<file path="src/rtl/fighter_action_sequencer.sv">
// fighter_action_sequencer
// Per-player move controller: turns punch/kick/block buttons into timed
// attack sequences driven by an external fractional-second timer.
//
// Timer handshake (valid/ready): timer_start is the request and stays high
// while the FSM is in START or COOL_START; timer_running is the acknowledge.
// The request drops on the same edge that samples timer_running=1. If no
// acknowledge arrives within ACK_TIMEOUT cycles, the request is withdrawn and
// timer_err latches until reset.
//
// All outputs are flops loaded from the next-state decode, so they change
// together with the state register and clear asynchronously on reset.

module fighter_action_sequencer #(
    parameter int PUNCH_FRAC  = 4,
    parameter int KICK_FRAC   = 2,
    parameter int COOL_FRAC   = 8,
    parameter int ACK_TIMEOUT = 4
) (
    input  logic       clk,
    input  logic       reset,
    input  logic       btn_punch,
    input  logic       btn_kick,
    input  logic       btn_block,
    input  logic       timer_running,
    input  logic       timer_halfway,
    input  logic       timer_done,
    output logic       timer_start,
    output logic [3:0] timer_fraction,
    output logic [1:0] action,
    output logic       hit_active,
    output logic       block_active,
    output logic       busy,
    output logic       timer_err,
    output logic [7:0] hit_count
);

    localparam int CNT_W = $clog2(ACK_TIMEOUT + 1);

    localparam logic [1:0] ACT_NONE  = 2'd0;
    localparam logic [1:0] ACT_PUNCH = 2'd1;
    localparam logic [1:0] ACT_KICK  = 2'd2;
    localparam logic [1:0] ACT_BLOCK = 2'd3;

    typedef enum logic [2:0] {
        S_IDLE,
        S_START,
        S_WINDUP,
        S_STRIKE,
        S_COOL_START,
        S_COOL,
        S_BLOCK
    } state_t;

    state_t     state;
    state_t     state_n;
    logic [1:0] move_q;
    logic [1:0] move_n;
    logic       punch_prev;
    logic       kick_prev;
    logic [CNT_W-1:0] ack_cnt;

    logic punch_rise;
    logic kick_rise;
    logic in_handshake;
    logic ack_expired;

    // Output next values, decoded from the next state
    logic       timer_start_d;
    logic [3:0] timer_fraction_d;
    logic [1:0] action_d;
    logic       hit_active_d;
    logic       block_active_d;
    logic       busy_d;

    assign punch_rise   = btn_punch & ~punch_prev;
    assign kick_rise    = btn_kick & ~kick_prev;
    assign in_handshake = (state == S_START) || (state == S_COOL_START);
    assign ack_expired  = in_handshake && !timer_running &&
                          (ack_cnt == CNT_W'(ACK_TIMEOUT - 1));

    // State register plus the bookkeeping that advances with it
    always_ff @(posedge clk or negedge reset) begin
        if (!reset) begin
            state      <= S_IDLE;
            move_q     <= ACT_NONE;
            // Previous values start high so a button held through reset
            // release is not seen as a fresh press.
            punch_prev <= 1'b1;
            kick_prev  <= 1'b1;
            ack_cnt    <= '0;
            timer_err  <= 1'b0;
            hit_count  <= 8'd0;
        end else begin
            state      <= state_n;
            move_q     <= move_n;
            punch_prev <= btn_punch;
            kick_prev  <= btn_kick;
            // Counter sits at zero outside the handshakes, so it is clear
            // on entry to START/COOL_START.
            if (in_handshake) begin
                ack_cnt <= ack_cnt + CNT_W'(1);
            end else begin
                ack_cnt <= '0;
            end
            if (ack_expired) begin
                timer_err <= 1'b1;
            end
            if (state == S_STRIKE && timer_done && hit_count != 8'hFF) begin
                hit_count <= hit_count + 8'd1;
            end
        end
    end

    // Next-state logic; move_n remembers which attack is in flight
    always_comb begin
        state_n = state;
        move_n  = move_q;
        case (state)
            S_IDLE: begin
                if (btn_block) begin
                    state_n = S_BLOCK;
                end else if (kick_rise) begin
                    state_n = S_START;
                    move_n  = ACT_KICK;
                end else if (punch_rise) begin
                    state_n = S_START;
                    move_n  = ACT_PUNCH;
                end
            end
            S_START: begin
                if (timer_running) begin
                    state_n = S_WINDUP;
                end else if (ack_expired) begin
                    state_n = S_IDLE;
                    move_n  = ACT_NONE;
                end
            end
            S_WINDUP: begin
                // A done without a halfway skips the hit window entirely
                if (timer_done) begin
                    state_n = S_COOL_START;
                end else if (timer_halfway) begin
                    state_n = S_STRIKE;
                end
            end
            S_STRIKE: begin
                if (timer_done) begin
                    state_n = S_COOL_START;
                end
            end
            S_COOL_START: begin
                if (timer_running) begin
                    state_n = S_COOL;
                end else if (ack_expired) begin
                    state_n = S_IDLE;
                    move_n  = ACT_NONE;
                end
            end
            S_COOL: begin
                if (timer_done) begin
                    state_n = S_IDLE;
                    move_n  = ACT_NONE;
                end
            end
            S_BLOCK: begin
                if (!btn_block) begin
                    state_n = S_IDLE;
                end
            end
            default: begin
                state_n = S_IDLE;
                move_n  = ACT_NONE;
            end
        endcase
    end

    // Output decode from the next state and next move
    always_comb begin
        timer_start_d    = (state_n == S_START) || (state_n == S_COOL_START);
        hit_active_d     = (state_n == S_STRIKE);
        block_active_d   = (state_n == S_BLOCK);
        busy_d           = (state_n != S_IDLE);
        timer_fraction_d = 4'd0;
        action_d         = move_n;
        case (state_n)
            S_START, S_WINDUP, S_STRIKE: begin
                timer_fraction_d = (move_n == ACT_KICK) ? 4'(KICK_FRAC)
                                                        : 4'(PUNCH_FRAC);
            end
            S_COOL_START, S_COOL: begin
                timer_fraction_d = 4'(COOL_FRAC);
            end
            S_BLOCK: begin
                action_d = ACT_BLOCK;
            end
            S_IDLE: begin
                action_d = ACT_NONE;
            end
            default: begin
                timer_fraction_d = 4'd0;
            end
        endcase
    end

    // Output register
    always_ff @(posedge clk or negedge reset) begin
        if (!reset) begin
            timer_start    <= 1'b0;
            timer_fraction <= 4'd0;
            action         <= ACT_NONE;
            hit_active     <= 1'b0;
            block_active   <= 1'b0;
            busy           <= 1'b0;
        end else begin
            timer_start    <= timer_start_d;
            timer_fraction <= timer_fraction_d;
            action         <= action_d;
            hit_active     <= hit_active_d;
            block_active   <= block_active_d;
            busy           <= busy_d;
        end
    end

endmodule

</file>
<file path="config.mk">
export PLATFORM = sky130hd
export DESIGN_NAME = fighter_action_sequencer
export DESIGN_NICKNAME = d
export VERILOG_FILES = /design/src/rtl/fighter_action_sequencer.sv
export SDC_FILE = /design/constraint.sdc
export NUM_CORES = 1
export LEC_CHECK = 0
export ABC_AREA = 1
export CORE_MARGIN = 2
export CORE_UTILIZATION = 30
export CTS_CLUSTER_SIZE = 14
export DETAILED_ROUTE_END_ITERATION = 10
export PLACE_DENSITY_LB_ADDON = 0.2
export SKIP_CTS_REPAIR_TIMING = 1
export SYNTH_ARGS = -nofsm -noshare
export SYNTH_HDL_FRONTEND = slang
export SYNTH_SLANG_ARGS = --single-unit
export TNS_END_PERCENT = 100
</file>
<file path="constraint.sdc">
create_clock -name clk -period 1.77 [get_ports clk]
set_clock_uncertainty 0.2 [all_clocks]
set_input_delay 0.177 -clock clk [delete_from_list [all_inputs] [get_ports clk]]
set_output_delay 0.177 -clock clk [all_outputs]
set_load 0.01 [all_outputs]
</file>
==> results.yml <==
routing:
  wl_per_cell_um: 11.9
  drtIter0Drc: 24
  wl_um: 3390
  dr.pass1.iters: 4
  drtAntennaViolNets: 0
  num_vias: 1245
  vias_per_cell: 4.35
  drc: 0
logic_synthesis:
  synth_warnings: 0
  synth_ff_type: "dfrtp_1"
  syn_avg_cell_area_um2: 8.86
  synth_edf_count: 0
  netlist_top_cells_area: "dfrtp_1, nand2_1, nand3_1, inv_1, nor2_4"
  yosysSeqAreaShare_pct: 44.9
  synth_top_cell_by_area: "dfrtp_1"
  yosysUniqueCellTypes: 31
  synth_top_area_share_pct: 41.5
  synth_cells: 177
  postSynth.asyncResetShare_pct: 100
  syn_nets: 188
  synth_seq_cells: 28
  syn_area_um2: 1570
critical_path:
  crit_type: "reg -> out"
  critPathLaunch: "hit_count[6]"
  path_cells: "clkdlybuf4s50_1"
  crit_slowest_cell: "clkdlybuf4s50_1"
  arrival_ns: 1.31
  critPathTopFamily: "buffers and inverters"
  critical_path.max_stage_delay_ns: 0.58
  start_kind: "flip-flop"
  reg2reg_depth: 9
  end_kind: "primary output"
  crit_buf_inv: 1
  timing.rr.start: "ack_cnt[0]"
  path_max_fanout: 5
  cp.depth: 1
  cp_data_required_time_ns: 1.39
global_routing:
  grt_max_degree: 29
  antenna_found_initial: 0
  grt.total_usage_pct: 12.1
  grt-ovfl-total: 0
  grt_pass1_wl_um: 5690
  grt_pass1_vias: 1185
sta:
  hold_slack_ns: 0.0648
  period_minus_slack_ns: 1.68
  setup_viol: 0
  hold_viol: 0
  finalWorstSetupSlack_ns: 0.0877
  report.final.slew_viol_count: 0
  fmax_mhz: 594
  period_share_pct: 95.0
  fin_setup_tns_ns: 0
finish:
  area_growth_pct: 34.6
  num_antenna_cells: 0
  post_route_cells_drive_above_1_share_pct: 33.3
  nets: 228
  seq_area_um2: 709
  filler_cell_count: 517
  multi_input_area_um2: 800
  final_util_pct: 41.6
clocking:
  h-tree-depth: 1
  cts_sinks: 28
  clk_pin_slew_worst_paths_ns: 0.09
  cts_buffers: 3
  clockBufferDepth: 2
  clk-insertion-delay-late_ns: 0.28
  root_buffer: "clkbuf_8"
  cts_tree: "yes"
power_and_ir_drop:
  power_density_nw_per_um2: 1590
  power.static_leakage_nw: 1.03
  ir_worst_vdd_mv: 0.705
placed_design:
  pre_cts_slack_ns: -0.0438
  place.gp.congestion: 0.807
  port-buffer-count: 25
  hpwlAfterDp_um: 2350
flow_run:
  max_cap_violations: 0
floorplanning:
  die_h_um: 76.3
  num_rows: 26
  die_x_um: 76.3
  die_area_um2: 5820
  coreArea_um2: 5070
  io_pins: 27
  start_util_pct: 30.9
status:
  status: "finished clean"
min_path:
  min_path_type: "in -> async"
-- synth_stat cells, types with 3 or more instances --
cell type  number
o21ai_1         3
ha_1            3
nand3_1        17
nor2_2          4
o21ai_0         3
dfrtp_1        26
nand3_2         5
xnor2_1         3
nor2_1         10
inv_4           3
nand2_1        37
nor2_4          6
nand2_2         9
xor2_1          4
inv_1          20
inv_2           3
-- final timing paths --
kind,endpoint,slack (ns)
max,hit_count[6],0.09
min,hit_count[6],0.06
max reg2reg,action[0],0.11
min reg2reg,timer_err,0.29
max in group asynchronous,kick_prev,0.99
min in group clk,punch_prev,0.19
-- where the power goes --
| group | internal (mW) | switching, mW |
|---|---|---|
| Sequential | 0.884 | 0.239 |
| Clock | 0.200 | 0.206 |
| Combinational | 0.843 | 0.991 |
-- layout by cell type (no fill, tap or decap), types with 3 or more instances in the layout --
cell and n:
nand2_4 3, o21ai_0 3, xnor2_1 3, xor2_1 4
buf_4 12, nand3_1 14, nor2_1 10, clkbuf_8 4
inv_2 3, clkdlybuf4s50_1 24, nand2_2 13, dfrtp_1 21
nand3_2 7, dfrtp_2 5, nor2_2 4, nor2_4 6
inv_1 20, inv_4 3, nand2_1 33, o21ai_1 3
-- registers in the layout, indices dropped and copies added, names as in the netlist --
register	flops
state	3
action	2
hit_count	8
move_q	2
kick_prev	1
timer_err	1
busy	1
hit_active	1
block_active	1
timer_start	1
ack_cnt	3
punch_prev	1
timer_fraction	3
-- metal layers --
layer	wire length [um]	share of wire, %	global-route usage, %
met5	0	0	0
met3	142	4.2	3.44
met2	1650	49	19.8
met1	1580	46	15.6
met4	23	0.68	3.27
-- final cells by class --
class	instances	share of cell area, %
multi-input cells	120	37.9
flip-flops and latches	28	33.6
repair buffers	38	16.8
inverters	26	4.98
well taps	70	4.15
clock buffers	4	2.61
-- cells by family (layout without fill, tap and decap cells) --
kind of cell / Yosys count / in the layout / share of synthesized area (%)
buffers and inverters: 30 / 68 / 9.10
and+or+nand+nor: 97 / 98 / 34.9
adders and majority gates: 3 / 3 / 2.39
AOI/OAI and AO/OA: 11 / 11 / 4.63
DFF: 28 / 28 / 44.9
other: 1 / 1 / 0.239
xor gates and xnor gates: 7 / 7 / 3.91
-- metrics by stage --
step	cells	area, um2	total power [mW]
after CTS	281	1990	3.21
after floorplan	177	1570	2.24
after detailed placement	277	1940	2.78
final	286	2110	3.36
after global routing	286	2110	3.67
after global placement	277	1940	2.79
Power figures use the tool's default switching activity.
==> edit: new RTL, config.mk and constraints unchanged <==
Change the parameter `ACK_TIMEOUT` from 4 to 2.
--- a/src/rtl/fighter_action_sequencer.sv
+++ b/src/rtl/fighter_action_sequencer.sv
@@ -15,7 +15,7 @@
     parameter int PUNCH_FRAC  = 4,
     parameter int KICK_FRAC   = 2,
     parameter int COOL_FRAC   = 8,
-    parameter int ACK_TIMEOUT = 4
+    parameter int ACK_TIMEOUT = 2
 ) (
     input  logic       clk,
     input  logic       reset,
Behaviour: not the same (a bounded check fails within 10 cycles, from zero or initial values and one cycle with reset low).
==> edit against the original RTL <==
Wire length down 12%. Sequential power down 13%. Sequential cell count down 1. Worst setup slack better by 23 ps. Synthesized area down 9.8%. Clock power down 15%. Total power down 19%. Critical path depth up 7. Combinational power down 23%. Final area down 11%. Core utilization up 0.83 points. Critical path type is now flip-flop to flip-flop. Largest cell class is now registers. Highest routed layer unchanged.
==> edit: results <==
[timing]
hold_ws_ps = 72.34
final.setup.worst_slack_ps = 111.1

[cells_and_area]
inv_count = 28
sequential_cell_total = 27
non_clock_buffer_count = 42
instances_no_fill = 265
seq-cell-share_pct = 36.03
clock_area_share_pct = 2.389
multiInputGateArea_um2 = 608.1
design.final.nets = 224
area.sequential_um2 = 679.4
fill_cells = 466
post_route_cells_drive_above_1_share_pct = 17.37
non_clock_buffer_area_share_pct = 20.04
multi_input_gates = 112

[yosys]
ys_seq_area_share_pct = 47.96
post_synth.cell_area_avg_um2 = 8.317
synth.area.top_cells = sky130_fd_sc_hd__dfrtp_1 44%, sky130_fd_sc_hd__nand2_1 11%, sky130_fd_sc_hd__inv_1 6.6%
postSynth.asyncResetShare_pct = 100.0
synth_nets = 180
number_of_distinct_standard_cells_referenced_by_the_synthesized_netlist = 29

[setup_path]
critical_path.max_stage_delay_ps = 460
crit_end = action[0]
worst_path_max_delay_cell = sky130_fd_sc_hd__dfrtp_1
timing.critical_path.arrival_ps = 1620
reg2regPathDepth = 8
critical_path_peak_fanout = 7

[placed_design]
pre_cts_slack_ps = -64.25
gp_routability_congestion = 0.8225
place_area_um2 = 1823

[grt]
grt_pass1_vias = 1137
grt_pass1_wl_mm = 5.057
largest_net_degree_at_the_start_of_global_routing = 28
grt_antenna_before_repair = 0

[drt]
route.met2.wl_mm = 1.488
drt-initial-drc-count = 31
wl_met3_um = 131
totalWireLength_mm = 2.978

[outcome]
status = complete, no violations

[power]
power.static_leakage_nw = 0.9966
ir_drop_uv = 696.5
internal-power_w = 0.001632

[clocking]
clock_tree.buffer_depth = 2
==> edit: changes by cell type after synthesis, moves of 4 or more <==
cell                      before  now
sky130_fd_sc_hd__nor2_4        6    2
sky130_fd_sc_hd__nand4_1       2    6
sky130_fd_sc_hd__nand2_1      37   42
sky130_fd_sc_hd__nor2_1       10   16
sky130_fd_sc_hd__nand3_2       5    1
sky130_fd_sc_hd__nand2_2       9    1
sky130_fd_sc_hd__inv_1        20   25
==> edit: worst max-delay path: cells and delay by family, from the launching register on <==
family,cells,cell delay (ps)
flip-flops,1,460
AND/OR/NAND/NOR,7,730
buffers and inverters,1,150
==> edit: kinds of logic (layout without fill, tap and decap cells) <==
kind of cell	Yosys count	count (layout)	synth area share (%)
compound gates	8	8	3.009
xor+xnor	6	6	3.717
fa+ha+maj	2	2	1.770
buf+inv	31	74	9.469
flops	27	27	47.96
other cells	1	1	0.2652
simple gates	95	95	33.81
==> edit: worst min path at each step <==
stage                   endpoint  startpoint
floorplan             ack_cnt[0]       reset
global placement      ack_cnt[0]  ack_cnt[0]
detailed placement    ack_cnt[0]  ack_cnt[0]
CTS                   ack_cnt[1]       reset
global route          ack_cnt[1]       reset
finish              hit_count[6]       reset
==> edit: power by group through the flow <==
stage	clock network [W]	registers [W]	logic [W]
after floorplan	0	0.000991	0.000799
after global placement	0	0.000986	0.00139
after detailed placement	0	0.000979	0.00139
after CTS	0.000370	0.000971	0.00140
after global routing	0.000392	0.00100	0.00158
final	0.000343	0.000974	0.00141
==> edit: routing by layer <==
layer,vias up,global-route usage [%]
met4,0,1.852
met5,-,0
met2,22,21.52
li1,615,-
met1,557,15.39
met3,2,3.453
